## src/rtl/cpu_pkg.sv

```systemverilog
// Shared CPU definitions: opcode encodings and the hazard-controller state type.
// The opcode decoder imports the same package.
package cpu_pkg;

  localparam logic [3:0] OP_ATYPE = 4'h0;
  localparam logic [3:0] OP_LBU   = 4'hA;
  localparam logic [3:0] OP_LW    = 4'hC;
  localparam logic [3:0] OP_HALT  = 4'hF;

  typedef enum logic [1:0] {
    RUN     = 2'd0,
    MC_WAIT = 2'd1,
    DRAIN   = 2'd2,
    HALTED  = 2'd3
  } hazard_state_t;

  // True when the EX-stage load writes a register the ID instruction reads.
  // R0 is treated like any other register.
  function automatic logic load_use_hit(input logic       mem_read,
                                        input logic [3:0] rd,
                                        input logic [3:0] rs1,
                                        input logic [3:0] rs2,
                                        input logic       uses_rs2);
    return mem_read && ((rd == rs1) || (uses_rs2 && (rd == rs2)));
  endfunction

endpackage

```

## src/rtl/pipeline_hazard_ctrl_sat_counter.sv

```systemverilog
// Saturating up-counter with synchronous clear; holds at all-ones.
module sat_counter #(
  parameter int W = 16
) (
  input  logic         clk,
  input  logic         clr,
  input  logic         en,
  output logic [W-1:0] q
);

  logic [W-1:0] cnt_r;

  // Count enabled cycles, clear has priority, stop at the maximum value.
  always_ff @(posedge clk) begin
    if (clr) begin
      cnt_r <= '0;
    end else if (en && (cnt_r != {W{1'b1}})) begin
      cnt_r <= cnt_r + {{(W-1){1'b0}}, 1'b1};
    end else begin
      cnt_r <= cnt_r;
    end
  end

  assign q = cnt_r;

endmodule

```

## src/rtl/pipeline_hazard_ctrl.sv

```systemverilog
// Pipeline hazard controller: load-use stalls, taken-branch flushes,
// multi-cycle op sequencing with timeout, and HALT drain.
module pipeline_hazard_ctrl
  import cpu_pkg::*;
#(
  parameter int REG_AW       = 4,
  parameter int DRAIN_CYCLES = 3,
  parameter int MC_TIMEOUT   = 32,
  parameter int CNT_W        = 16
) (
  input  logic              clk,
  input  logic              rst,
  input  logic [3:0]        id_opcode,
  input  logic [REG_AW-1:0] id_rs1,
  input  logic [REG_AW-1:0] id_rs2,
  input  logic              id_uses_rs2,
  input  logic              ex_mem_read,
  input  logic [REG_AW-1:0] ex_rd,
  input  logic              ex_mc_op,
  input  logic              mc_done,
  input  logic              branch_taken,
  output logic              pc_write,
  output logic              ifid_write,
  output logic              ifid_flush,
  output logic              idex_flush,
  output logic              exmem_flush,
  output logic              mc_start,
  output logic              halted,
  output logic              mc_error,
  output logic [CNT_W-1:0]  stall_cycles
);

  localparam int TW = (MC_TIMEOUT > 2) ? $clog2(MC_TIMEOUT) : 1;
  localparam logic [TW-1:0] TIMER_LAST = TW'(MC_TIMEOUT - 1);
  localparam logic [3:0]    DRAIN_LAST = 4'(DRAIN_CYCLES - 1);

  hazard_state_t state_r, state_nxt_s;
  logic [TW-1:0] timer_r, timer_nxt_s;
  logic [3:0]    drain_cnt_r, drain_nxt_s;
  logic          mc_error_r, mc_err_set_s;
  logic          load_use_s;
  logic          stall_en_s;

  assign load_use_s = load_use_hit(ex_mem_read, 4'(ex_rd), 4'(id_rs1), 4'(id_rs2), id_uses_rs2);

  // Next-state and pipeline control outputs from current state and hazard inputs.
  always_comb begin
    state_nxt_s  = state_r;
    timer_nxt_s  = timer_r;
    drain_nxt_s  = drain_cnt_r;
    mc_err_set_s = 1'b0;
    pc_write     = 1'b1;
    ifid_write   = 1'b1;
    ifid_flush   = 1'b0;
    idex_flush   = 1'b0;
    exmem_flush  = 1'b0;
    mc_start     = 1'b0;
    if (rst) begin
      pc_write    = 1'b0;
      ifid_write  = 1'b0;
      ifid_flush  = 1'b1;
      idex_flush  = 1'b1;
      exmem_flush = 1'b0;
      mc_start    = 1'b0;
      state_nxt_s = RUN;
    end else begin
      case (state_r)
        RUN: begin
          if (branch_taken) begin
            ifid_flush = 1'b1;
            idex_flush = 1'b1;
          end else if (ex_mc_op) begin
            mc_start    = 1'b1;
            pc_write    = 1'b0;
            ifid_write  = 1'b0;
            exmem_flush = 1'b1;
            state_nxt_s = MC_WAIT;
            timer_nxt_s = '0;
          end else if (load_use_s) begin
            pc_write   = 1'b0;
            ifid_write = 1'b0;
            idex_flush = 1'b1;
          end else if (id_opcode == OP_HALT) begin
            pc_write    = 1'b0;
            ifid_write  = 1'b0;
            state_nxt_s = DRAIN;
            drain_nxt_s = 4'd0;
          end else begin
            state_nxt_s = RUN;
          end
        end
        MC_WAIT: begin
          pc_write    = 1'b0;
          ifid_write  = 1'b0;
          exmem_flush = 1'b1;
          if (mc_done) begin
            // Result advances out of EX; the held pipeline resumes.
            exmem_flush = 1'b0;
            pc_write    = 1'b1;
            ifid_write  = 1'b1;
            state_nxt_s = RUN;
          end else if (timer_r == TIMER_LAST) begin
            // Abandon the op: squash it in ID/EX and report the error.
            mc_err_set_s = 1'b1;
            idex_flush   = 1'b1;
            state_nxt_s  = RUN;
          end else begin
            timer_nxt_s = timer_r + {{(TW-1){1'b0}}, 1'b1};
          end
        end
        DRAIN: begin
          pc_write   = 1'b0;
          ifid_write = 1'b0;
          idex_flush = 1'b1;
          if (drain_cnt_r == DRAIN_LAST) begin
            state_nxt_s = HALTED;
          end else begin
            drain_nxt_s = drain_cnt_r + 4'd1;
          end
        end
        HALTED: begin
          pc_write   = 1'b0;
          ifid_write = 1'b0;
          idex_flush = 1'b1;
        end
        default: begin
          pc_write    = 1'b0;
          ifid_write  = 1'b0;
          ifid_flush  = 1'b1;
          idex_flush  = 1'b1;
          state_nxt_s = RUN;
        end
      endcase
    end
  end

  // State, timers and sticky error flag.
  always_ff @(posedge clk) begin
    if (rst) begin
      state_r     <= RUN;
      timer_r     <= '0;
      drain_cnt_r <= 4'd0;
      mc_error_r  <= 1'b0;
    end else begin
      state_r     <= state_nxt_s;
      timer_r     <= timer_nxt_s;
      drain_cnt_r <= drain_nxt_s;
      mc_error_r  <= mc_error_r | mc_err_set_s;
    end
  end

  assign halted   = (state_r == HALTED);
  assign mc_error = mc_error_r;

  // Stalled cycles are counted everywhere except once halted.
  assign stall_en_s = !pc_write && (state_r != HALTED) && !rst;

  sat_counter #(.W(CNT_W)) u_stall_cnt (
    .clk (clk),
    .clr (rst),
    .en  (stall_en_s),
    .q   (stall_cycles)
  );

endmodule
```

## config.mk

```make
export PLATFORM = sky130hd
export DESIGN_NAME = pipeline_hazard_ctrl
export DESIGN_NICKNAME = d
export VERILOG_FILES = /design/src/rtl/cpu_pkg.sv /design/src/rtl/pipeline_hazard_ctrl_sat_counter.sv /design/src/rtl/pipeline_hazard_ctrl.sv
export SDC_FILE = /design/constraint.sdc
export NUM_CORES = 1
export LEC_CHECK = 0
export CORE_MARGIN = 2
export CORE_UTILIZATION = 53
export CTS_CLUSTER_DIAMETER = 150
export CTS_CLUSTER_SIZE = 28
export DETAILED_ROUTE_END_ITERATION = 6
export MAX_ROUTING_LAYER = met4
export PLACE_DENSITY = 0.95
export SKIP_CTS_REPAIR_TIMING = 1
export SLEW_MARGIN = 20
export SYNTH_ARGS = -nofsm -noshare
export SYNTH_HDL_FRONTEND = slang
export SYNTH_HIERARCHICAL = 1
export SYNTH_SLANG_ARGS = --single-unit
```

## constraint.sdc

```tcl
create_clock -name clk -period 5.4 [get_ports clk]
set_clock_uncertainty 0.1 [all_clocks]
set_input_delay 1.35 -clock clk [delete_from_list [all_inputs] [get_ports clk]]
set_output_delay 1.35 -clock clk [all_outputs]
set_load 0.02 [all_outputs]
```

==> results of run 1 <==
final cells by class:
class,count,share of cell area
repair buffers,48,0.200
inverters,6,0.00945
flip-flops and latches,28,0.235
well taps,46,0.0242
clock inverters,1,0.0126
clock buffers,3,0.00945
multi-input cells,182,0.509
worst max-delay path: stages:
cell,delay [ps]
clkdlybuf4s50_1,510
xor2_1,160
nor3_1,90
a32o_1,310
o211a_1,250
nor2_1,130
clkdlybuf4s50_1,630
path summary, 6_finish.rpt:
path,from,to,slack [ps],cells after the start
worst max-delay path,ex_rd[0],ifid_write,520,7
worst min register to register,timer_r[1],timer_r[1],390,2
worst min-delay path,timer_r[1],timer_r[1],390,2
worst max register to register,state_r[0],u_stall_cnt/q[11],2560,10
cell families after synthesis:
family / Yosys count
compound gates: 54
xor+xnor: 10
fa+ha+maj: 10
buf+inv: 14
flops: 28
mux: 4
simple gates: 104
registers in the layout, summed over array words and instances, names as in the netlist:
signal and flops:
u_stall_cnt/q 16, drain_cnt_r 4, mc_error 1, state_r 2, timer_r 5
layout by cell type (no fill, tap or decap), types with 2 or more instances in the layout:
cell type / Yosys / layout
nor3_1: 8 / 8
ha_1: 10 / 10
clkdlybuf4s50_1: 0 / 46
nor2b_1: 7 / 7
or3_1: 6 / 6
inv_1: 6 / 6
xnor2_1: 4 / 4
and3_1: 3 / 3
a21oi_1: 19 / 19
o21ai_0: 9 / 9
and4_1: 3 / 3
clkbuf_4: 0 / 3
o32ai_1: 2 / 2
a32o_1: 2 / 2
nor4_1: 2 / 2
nand2_1: 16 / 16
buf_4: 2 / 2
a211oi_1: 3 / 3
o31ai_1: 8 / 8
nand2b_1: 5 / 5
dfxtp_1: 28 / 28
nor2_1: 18 / 18
or4_1: 8 / 8
nand3_1: 10 / 10
mux2i_1: 3 / 3
xor2_1: 6 / 6
nand4_1: 4 / 4
o21a_1: 3 / 3
nand3b_1: 6 / 6
metrics by stage:
step                      worst slack [ps]  power (mW)  utilization  cell area (um2)
final                                  519       0.423        0.714             2380
after global routing                   403       0.442        0.714             2380
after CTS                              509       0.427        0.714             2380
after detailed placement               505       0.290        0.698             2330
after global placement                 570       0.287        0.698             2330
after floorplan                       1320       0.255            -             1840
where the power goes:
| part | leakage [nW] | total, mW | internal, mW | switching (mW) |
|---|---|---|---|---|
| Sequential | 0.226 | 0.211 | 0.209 | 0.00239 |
| Combinational | 0.563 | 0.0747 | 0.0380 | 0.0367 |
| Clock | 0.0279 | 0.137 | 0.0752 | 0.0621 |
| Total | 0.817 | 0.423 | 0.322 | 0.101 |
routing by layer:
metal  global-route usage  share of wire  vias to the layer above
met2                0.431           0.50                       69
met1                0.266           0.43                      903
li1                     -              -                      923
met3               0.0432          0.063                        7
met5                    -              0                        -
met4               0.0722          0.012                        0
==> results_dict.tcl, run 1 <==
set metrics [dict create \
    status "finished clean" \
    synthAdderAreaFrac 0.0681 \
    synth_simple_gate_area_share 0.332 \
    cp-end-kind "primary output" \
    fin_hold_ws_ps 389 \
    period_share 0.904 \
    n_antenna_cell 0 \
    cts_tree "yes" \
    syn_nets 257 \
    avgViaCountPerCell 6.06 \
    ir_worst_vdd_uv 141 \
    min_period_ps 4880 \
    wire_per_inst_um 14.4 \
    synth-xor-area-share 0.0477 \
    yosysWarnings 6 \
    io_pins 47 \
    clk_latency_ps 330 \
    worstPathRequired_ps 3950 \
    grt_pass1_vias 1783 \
    synth_top_family_by_area "simple AND/OR/NAND/NOR gates" \
    stdcell_count 314 \
    yosys-top-cells-count "28 x dfxtp_1, 19 x a21oi_1, 18 x nor2_1" \
    drtIter0Drc 152 \
    clockRootBuffer "clkbuf_4" \
    cts_buffers 3 \
    io_buffers 46 \
    synth-edff-count 0 \
    synth_area_leaders "dfxtp_1 30%, ha_1 6.8%, a21oi_1 5.2%, nor2_1 3.7%, nand2_1 3.3%" \
    crit_fanout 5 \
    grt_pass1_wl_um 7670 \
    crit_path_start_kind "input port" \
    rows 21 \
    multiInputGateArea_um2 1210 \
    synth_cell_type_count 47 \
    antenna_found_initial 0 \
    ys_seq_area_frac 0.305 \
    postRouteAntennaNets 0 \
    firstDrtPassIters 4 \
    dpl.hpwl_um 3320 \
    start_util 0.551 \
    dieArea_um2 3960 \
    cts.clk_slew.worst_paths_ps 150 \
    relSlewSlack 0.453 \
    grt_max_degree 33 \
    drc_errors 0 \
    core_um2 3340 \
    syn_avg_cell_area_um2 8.21 \
    finalSetupTns_ps 0 \
    routed_wl_um 4520 \
    worstPathArrival_ps 3430 \
    gp_congestion 0.887 \
    powerDensity_nw_per_um2 178 \
    ys_seq_elements 28 \
    regArea_um2 561 \
    synth-compound-area-share 0.190 \
    rsz0062_at_grt "no" \
    cts_sinks 28 \
    setup_viol 0 \
    synth_area_um2 1840 \
    cts_buffer_depth 2 \
    cap_violations 0 \
    nets 302 \
    synth.top_cell.area_share 0.305 \
    power.static_leakage_nw 0.817 \
    async_flop_share 0 \
    chipHeight_um 62.9 \
    final_hold_viol_count 0 \
    worstMarginPinSlew_ps 815 \
    areaGrowthSynthToFinish_pct 29.6 \
    syn_inst 224 \
    muxShareOfSynthArea 0.0225 \
    yosysTopAreaCell "dfxtp_1" \
    yosysMostFrequentCell "dfxtp_1" \
    synth_flop_cell "dfxtp_1" \
    worstSetupPathType "input port to primary output" \
    num_vias 1902 \
    gr-total-overflow 0 \
    slew_viol_final 0 \
    clock.fmax_mhz 205 \
    drive_gt1_frac 0.0410 \
    fillers 279 \
    die_width_um 62.9 \
    place_inst 310 \
    h-tree-depth 1 \
    hp-class "flip-flop to flip-flop" \
    gr-usage-all-layers 0.239 \
]
Power figures use the tool's default switching activity.
==> run 2: changes to the inputs <==
--- a/config.mk
+++ b/config.mk
@@ -10,8 +10,8 @@
 export CTS_CLUSTER_DIAMETER = 150
 export CTS_CLUSTER_SIZE = 28
 export DETAILED_ROUTE_END_ITERATION = 6
-export MAX_ROUTING_LAYER = met4
 export PLACE_DENSITY = 0.95
+export RECOVER_POWER = 25
 export SKIP_CTS_REPAIR_TIMING = 1
 export SLEW_MARGIN = 20
 export SYNTH_ARGS = -nofsm -noshare
==> results_dict.tcl, run 2 (same netlist as run 1, synthesis figures left out) <==
set metrics [dict create \
    postRouteAntennaNets 0 \
    reg2reg_from "state_r[0]" \
    final_hold_viol_count 0 \
    avgViaCountPerCell 5.99 \
    rows 21 \
    chipHeight_um 62.9 \
    crit_path_start_kind "input port" \
    drc_errors 0 \
    p_clk_frac 0.324 \
    relSlewSlack 0.463 \
    min_period_ps 4950 \
    p_sw_frac 0.238 \
    power_frac_seq 0.500 \
    start_util 0.551 \
    worstMarginPinSlew_ps 800 \
    dpl.hpwl_um 3320 \
    antenna_found_initial 0 \
    firstDrtPassIters 4 \
    nets 302 \
    num_vias 1880 \
    pwr-share-comb 0.175 \
    n_antenna_cell 0 \
    setup_viol 0 \
    powerDensity_nw_per_um2 177 \
    intPower_mw 0.321 \
    io_buffers 46 \
    fin_hold_ws_ps 383 \
    rrSetupSlack_ps 2530 \
    rsz0062_at_grt "no" \
    final_common_cell "clkdlybuf4s50_1" \
    cts_buffers 3 \
    power.static_leakage_nw 0.833 \
    switching_power_mw 0.101 \
    drive_gt1_frac 0.0410 \
    worstPathRequired_ps 3950 \
    finalSetupTns_ps 0 \
    cts.clk_slew.worst_paths_ps 150 \
    status "finished clean" \
    min_to "mc_error" \
    fin_area_um2 2380 \
    dieArea_um2 3960 \
    hp-class "flip-flop to flip-flop" \
    clk_latency_ps 330 \
    routed_wl_um 4510 \
    gr-total-overflow 0 \
    hold_depth 2 \
    crit_fanout 6 \
    final_cell_mix "39 x clkdlybuf4s50_1, 28 x dfxtp_1, 19 x a21oi_1" \
    largest_reg_flops 16 \
    cp-end-kind "primary output" \
    grt_max_degree 33 \
    core_um2 3340 \
    io_pins 47 \
    r2r-end "u_stall_cnt/q[11]" \
    cap_violations 0 \
    h-tree-depth 1 \
    grt_pass1_wl_um 7660 \
    drtIter0Drc 156 \
    cts_tree "yes" \
    die_width_um 62.9 \
    cts_buffer_depth 2 \
    ir_worst_vdd_uv 141 \
    grt_pass1_vias 1789 \
    slew_viol_final 0 \
    wire_per_inst_um 14.4 \
    worstSetupPathType "input port to primary output" \
    hp-start "mc_error" \
    worstPathArrival_ps 3500 \
    areaGrowthSynthToFinish_pct 29.6 \
    dpl_cell_area_um2 2330 \
    cts_sinks 28 \
    gp_congestion 0.873 \
    gr-usage-all-layers 0.231 \
    period_share 0.916 \
    clockRootBuffer "clkbuf_4" \
    reg2regPathDepth 10 \
    clock.fmax_mhz 202 \
]
-- run 2: layout make-up --
cell class                      instances  area (um2)
Fill cell                             279         955
Sequential cell                        28         561
Multi-Input combinational cell        182        1210
Inverter                                6        22.5
Tap cell                               46        57.6
Timing Repair Buffer                   48         475
Clock buffer                            3        22.5
Clock inverter                          1        30.0
-- run 2: how the worst max path moves through the flow --
stage                   start          to  slack, ps  cells after the start
global route         ex_mc_op  idex_flush        380                      6
finish               ex_mc_op  idex_flush        450                      6
floorplan           id_rs2[1]    pc_write       1320                      6
CTS                  ex_rd[0]  ifid_write        510                      7
global placement     ex_rd[0]    pc_write        570                      7
detailed placement   ex_rd[0]  ifid_write        510                      7
-- run 2: routing by layer --
layer / part of all wire / global-route usage / wire (um) / vias up
li1: - / - / - / 925
met1: 0.44 / 0.265 / 1970 / 888
met2: 0.50 / 0.432 / 2240 / 60
met3: 0.053 / 0.0378 / 239 / 7
met4: 0.013 / 0.0722 / 57 / 0
met5: 0 / 0 / 0 / -
-- run 2: worst max-delay path: stages --
cell	delay, ps
dlygate4sd3_1	650
nor2b_1	120
and3_1	190
a32o_1	260
or3_1	380
clkdlybuf4s50_1	540
-- run 2: stage by stage --
stage	setup slack (ps)	cells	util	power (mW)
2_1_floorplan	1320	224	-	0.255
3_5_place_dp	505	310	0.698	0.290
4_1_cts	509	314	0.714	0.427
3_3_place_gp	570	310	0.698	0.287
5_1_grt	377	314	0.714	0.441
6_report	455	314	0.714	0.422
-- run 2: power by group through the flow --
stage	clock [mW]	combinational (mW)	sequential, mW
after CTS	0.141	0.0744	0.211
after global routing	0.149	0.0801	0.211
final	0.137	0.0739	0.211
after global placement	0	0.0718	0.215
after detailed placement	0	0.0741	0.215
after floorplan	0	0.0394	0.216
==> run 3: changes to the inputs <==
--- a/config.mk
+++ b/config.mk
@@ -5,7 +5,6 @@
 export SDC_FILE = /design/constraint.sdc
 export NUM_CORES = 1
 export LEC_CHECK = 0
-export CORE_MARGIN = 2
 export CORE_UTILIZATION = 53
 export CTS_CLUSTER_DIAMETER = 150
 export CTS_CLUSTER_SIZE = 28
==> results_dict.tcl, run 3 (same netlist as run 1, synthesis figures left out) <==
set metrics [dict create \
    status "finished clean" \
    hold_depth 2 \
    io_buffers 46 \
    power_mw 0.423 \
    cts.clk_slew.worst_paths_ps 150 \
    routed_wl_um 4430 \
    fin_area_um2 2380 \
    routed.top_layer "met4" \
    die_width_um 60.9 \
    crit_slowest_cell "clkbuf_1" \
    max_stage_delay_ps 960 \
    ir_worst_vdd_uv 155 \
    dpl.hpwl_um 3380 \
    final_common_cell "clkdlybuf4s50_1" \
    worstPathRequired_ps 3950 \
    cts_buffers 3 \
    cap_violations 0 \
    drive_gt1_frac 0.0373 \
    n_antenna_cell 0 \
    nets 302 \
    gp_congestion 0.863 \
    fin_hold_ws_ps 398 \
    dpl_cell_area_um2 2330 \
    relSlewSlack 0.125 \
    largest_reg_flops 16 \
    cp-end-kind "primary output" \
    clockRootBuffer "clkbuf_4" \
    h-tree-depth 1 \
    final_hold_viol_count 0 \
    core_um2 3340 \
    areaGrowthSynthToFinish_pct 29.4 \
    gr-total-overflow 0 \
    final_cell_mix "40 x clkdlybuf4s50_1, 28 x dfxtp_1, 19 x a21oi_1" \
    period_share 0.922 \
    worstMarginPinSlew_ps 1310 \
    crit_top_cell "clkdlybuf4s50_1" \
    slew_viol_final 0 \
    finalSetupTns_ps 0 \
    grt_max_degree 33 \
    grt_pass1_vias 1634 \
    cts_tree "yes" \
    dieArea_um2 3710 \
    chipHeight_um 60.9 \
    rsz0062_at_grt "no" \
    crit_fanout 32 \
    setup_viol 0 \
    place_ws_ps 480 \
    clock.fmax_mhz 201 \
    min_period_ps 4980 \
    avgViaCountPerCell 5.89 \
    drtIter0Drc 103 \
    postRouteAntennaNets 0 \
    worstSetupPathType "input port to primary output" \
    rows 21 \
    worstPathArrival_ps 3530 \
    fin_ws_ps 419 \
    clk_latency_ps 330 \
    dr_wl_met3_um 273 \
    crit_path_start_kind "input port" \
    num_vias 1848 \
    met1_length_um 1850 \
    wl_met2_um 2270 \
    cts_sinks 28 \
    wire_per_inst_um 14.1 \
    hp-class "flip-flop to flip-flop" \
    io_pins 47 \
    reg2regPathDepth 10 \
    drc_errors 0 \
    antenna_found_initial 0 \
    powerDensity_nw_per_um2 178 \
    worstPathCellList "clkdlybuf4s50_1 -> clkbuf_1 -> nor2_1 -> clkdlybuf4s50_1" \
    power.static_leakage_nw 0.829 \
    start_util 0.551 \
    gr-usage-all-layers 0.242 \
    grt_pass1_wl_um 6840 \
    cts_buffer_depth 2 \
    firstDrtPassIters 4 \
]
-- run 3: cell types whose count changed in the layout (fill, tap and decap cells not counted) --
cell,delta
buf_4,-1
dlygate4sd3_1,-1
clkdlybuf4s50_1,+1
clkbuf_1,+1
-- run 3: layout make-up --
| cell class | instances | area (um2) |
|---|---|---|
| sequential | 28 | 561 |
| fill | 262 | 958 |
| clock inverter | 1 | 30.0 |
| tap | 46 | 57.6 |
| inverter | 6 | 22.5 |
| multi-input combinational | 182 | 1210 |
| timing repair buffer | 48 | 472 |
| clock buffer | 3 | 22.5 |
-- run 3: power by group --
| group | internal [mW] | switching (mW) | leakage, nW |
|---|---|---|---|
| Sequential | 0.209 | 0.00232 | 0.226 |
| Clock | 0.0752 | 0.0636 | 0.0279 |
| Combinational | 0.0372 | 0.0364 | 0.576 |
-- run 3: final timing paths --
kind | from | slack, ps | endpoint
setup / recovery | rst | 420 | ifid_write
hold / removal | timer_r[1] | 400 | timer_r[1]
setup reg to reg | state_r[0] | 2560 | u_stall_cnt/q[11]
hold reg to reg | timer_r[1] | 400 | timer_r[1]
-- run 3: metal layers --
| metal | up-vias | GRT usage |
|---|---|---|
| li1 | 926 | - |
| met1 | 858 | 0.284 |
| met2 | 60 | 0.457 |
| met3 | 4 | 0.0426 |
| met4 | 0 | 0.0552 |
| met5 | - | 0 |
-- run 3: worst max-delay path, delay by kind of cell --
family,cells,cell delay [ps]
buf+inv,3,2030
simple gates,1,150
-- run 3: per-stage QoR --
| step | util | instances |
|---|---|---|
| after global routing | 0.713 | 314 |
| after floorplan | - | 224 |
| after CTS | 0.714 | 314 |
| final | 0.713 | 314 |
| after detailed placement | 0.698 | 310 |
| after global placement | 0.698 | 310 |
==> RTL change: new RTL, settings of run 1 <==
The 4 states of `hazard_state_t` get a one-hot encoding in 4 bits.
--- a/src/rtl/cpu_pkg.sv
+++ b/src/rtl/cpu_pkg.sv
@@ -7,11 +7,11 @@
   localparam logic [3:0] OP_LW    = 4'hC;
   localparam logic [3:0] OP_HALT  = 4'hF;
 
-  typedef enum logic [1:0] {
-    RUN     = 2'd0,
-    MC_WAIT = 2'd1,
-    DRAIN   = 2'd2,
-    HALTED  = 2'd3
+  typedef enum logic [3:0] {
+    RUN     = 4'b0001,
+    MC_WAIT = 4'b0010,
+    DRAIN   = 4'b0100,
+    HALTED  = 4'b1000
   } hazard_state_t;
 
   // True when the EX-stage load writes a register the ID instruction reads.
Check against the original RTL: same outputs for any inputs over 10 cycles, from zero or initial values and one cycle with rst high; not proved beyond that.
==> RTL change against run 1 <==
Wire length is 1.0% higher. Area after synthesis is 3.0% higher. Setup slack gained 0.082 ns. Critical path depth is the same. Clock power rose by 23%. Synthesized cell count fell by 2.2%. Sequential cell count up 2. Cell area is 3.7% higher. Total power is 18% higher. Largest cell class unchanged.
==> RTL change: results (changes against run 1) <==
stage	metric	value	unit	change
run_status	status	finished clean		
route	DRT Wirelength	4560	um	+1.0%
pwr	Sw Share	0.2729		+0.03366
layout	clk tree area frac	0.03191		+0.009856
pwr	maximum VDD drop	0.0001326	V	-5.9%
synth	Synth area leaders	dfxtp_1, a21oi_1, xnor2_1		
critical_path	Arr. time, crit path	3.35	ns	-0.08 ns
route	initial drt markers	93		-39%
layout	NumNets Final	295		-2.3%
synth	Synth Register Bits	30		+7.1%
critical_path	Reg2Reg Setup Slack	2.86	ns	+0.30 ns
cts	Worst-path clk slew	0.10	ns	-0.05 ns
placement	Area after DPL	2391	um2	+2.6%
global_routing	met3 usage	0.06162		+0.01838
cts	Num CTS Buffers	5		+2
pwr	Leak	0.0008504	uW	+4.1%
global_routing	first-pass GRT wire length	7659	um	-0.17%
layout	number of fill cells	241		-14%
global_routing	M2 GR Usage	0.3842		-0.04664
critical_path	Reg2Reg Depth	6		-4
route	vias per cell	5.876		-3.0%
global_routing	met1 usage	0.2819		+0.01562
route	metal2 WL	2178	um	-2.7%
placement	HPWL reported at the end of detailed placement	3266	um	-1.5%
timing	worst slew pin tran	0.8331	ns	+0.01859 ns
route	met1 wire length	2020	um	+4.3%
layout	multi-input logic area	1235	um2	+1.8%
layout	fraction of layout cells with a size suffix above 1	0.09701		+0.05597
pwr	sequential group power	234	uW	+11%
global_routing	largest net degree at the start of global routing	19		-42%
global_routing	vias in the first global route	1734		-2.7%
critical_path	Reg2Reg Launch Point	state_r[3]		
synth	Post-Syn Nets	247		-3.9%
synth	sequential share of the synthesized area	0.3173		+0.01228
critical_path	CP max stage delay	0.60	ns	-0.03 ns
synth	most frequent cells after synthesis	dfxtp_1, a21oi_1, nor2_1		
global_routing	global-route total usage across every layer	0.2457		+0.006716
min_path	hold_sp	mc_error		
route	WL met3	188	um	-34%
placement	RD Place Congestion	0.8402		-5.3%
layout	clock buf count	8		+5
layout	multi-input gates	175		-3.8%
critical_path	CP max FO	3		-2
layout	fraction of area in registers	0.2432		+0.007866
critical_path	crit path capture	idex_flush		
cts	htree depth	2		+1
layout	Non-CTS buffers	47		-2.1%
RTL change: cell count changes after synthesis, sizes merged, moves of 4 or more:
cell,delta
nand2,-6
ha,-5
nor2b,-5
xnor2,+5
nand2b,-4
nand3b,-4
nand4,+4
RTL change: kinds of logic (layout without fill, tap and decap cells):
logic type,count (synthesis),count (layout),share of synthesized area
AO/OA/AOI/OAI,47,47,0.1666
flip-flops,30,30,0.3173
AND/OR/NAND/NOR,103,103,0.3569
adder cells (fa/ha/maj),5,5,0.03305
multiplexers,4,4,0.02181
buffers and inverters,14,63,0.03040
XOR/XNOR,16,16,0.07403
RTL change: stage by stage:
step / std cells / setup WS [ns] / hold slack, ns / power [uW]
2_1_floorplan: 219 / 1.527 / 0.3671 / 296.5
3_3_place_gp: 306 / 0.6432 / 0.3372 / 333.8
3_5_place_dp: 306 / 0.6049 / 0.3412 / 335.6
4_1_cts: 314 / 0.5995 / 0.3581 / 502.4
5_1_grt: 314 / 0.5112 / 0.4118 / 526.9
6_report: 314 / 0.6013 / 0.3553 / 500.0
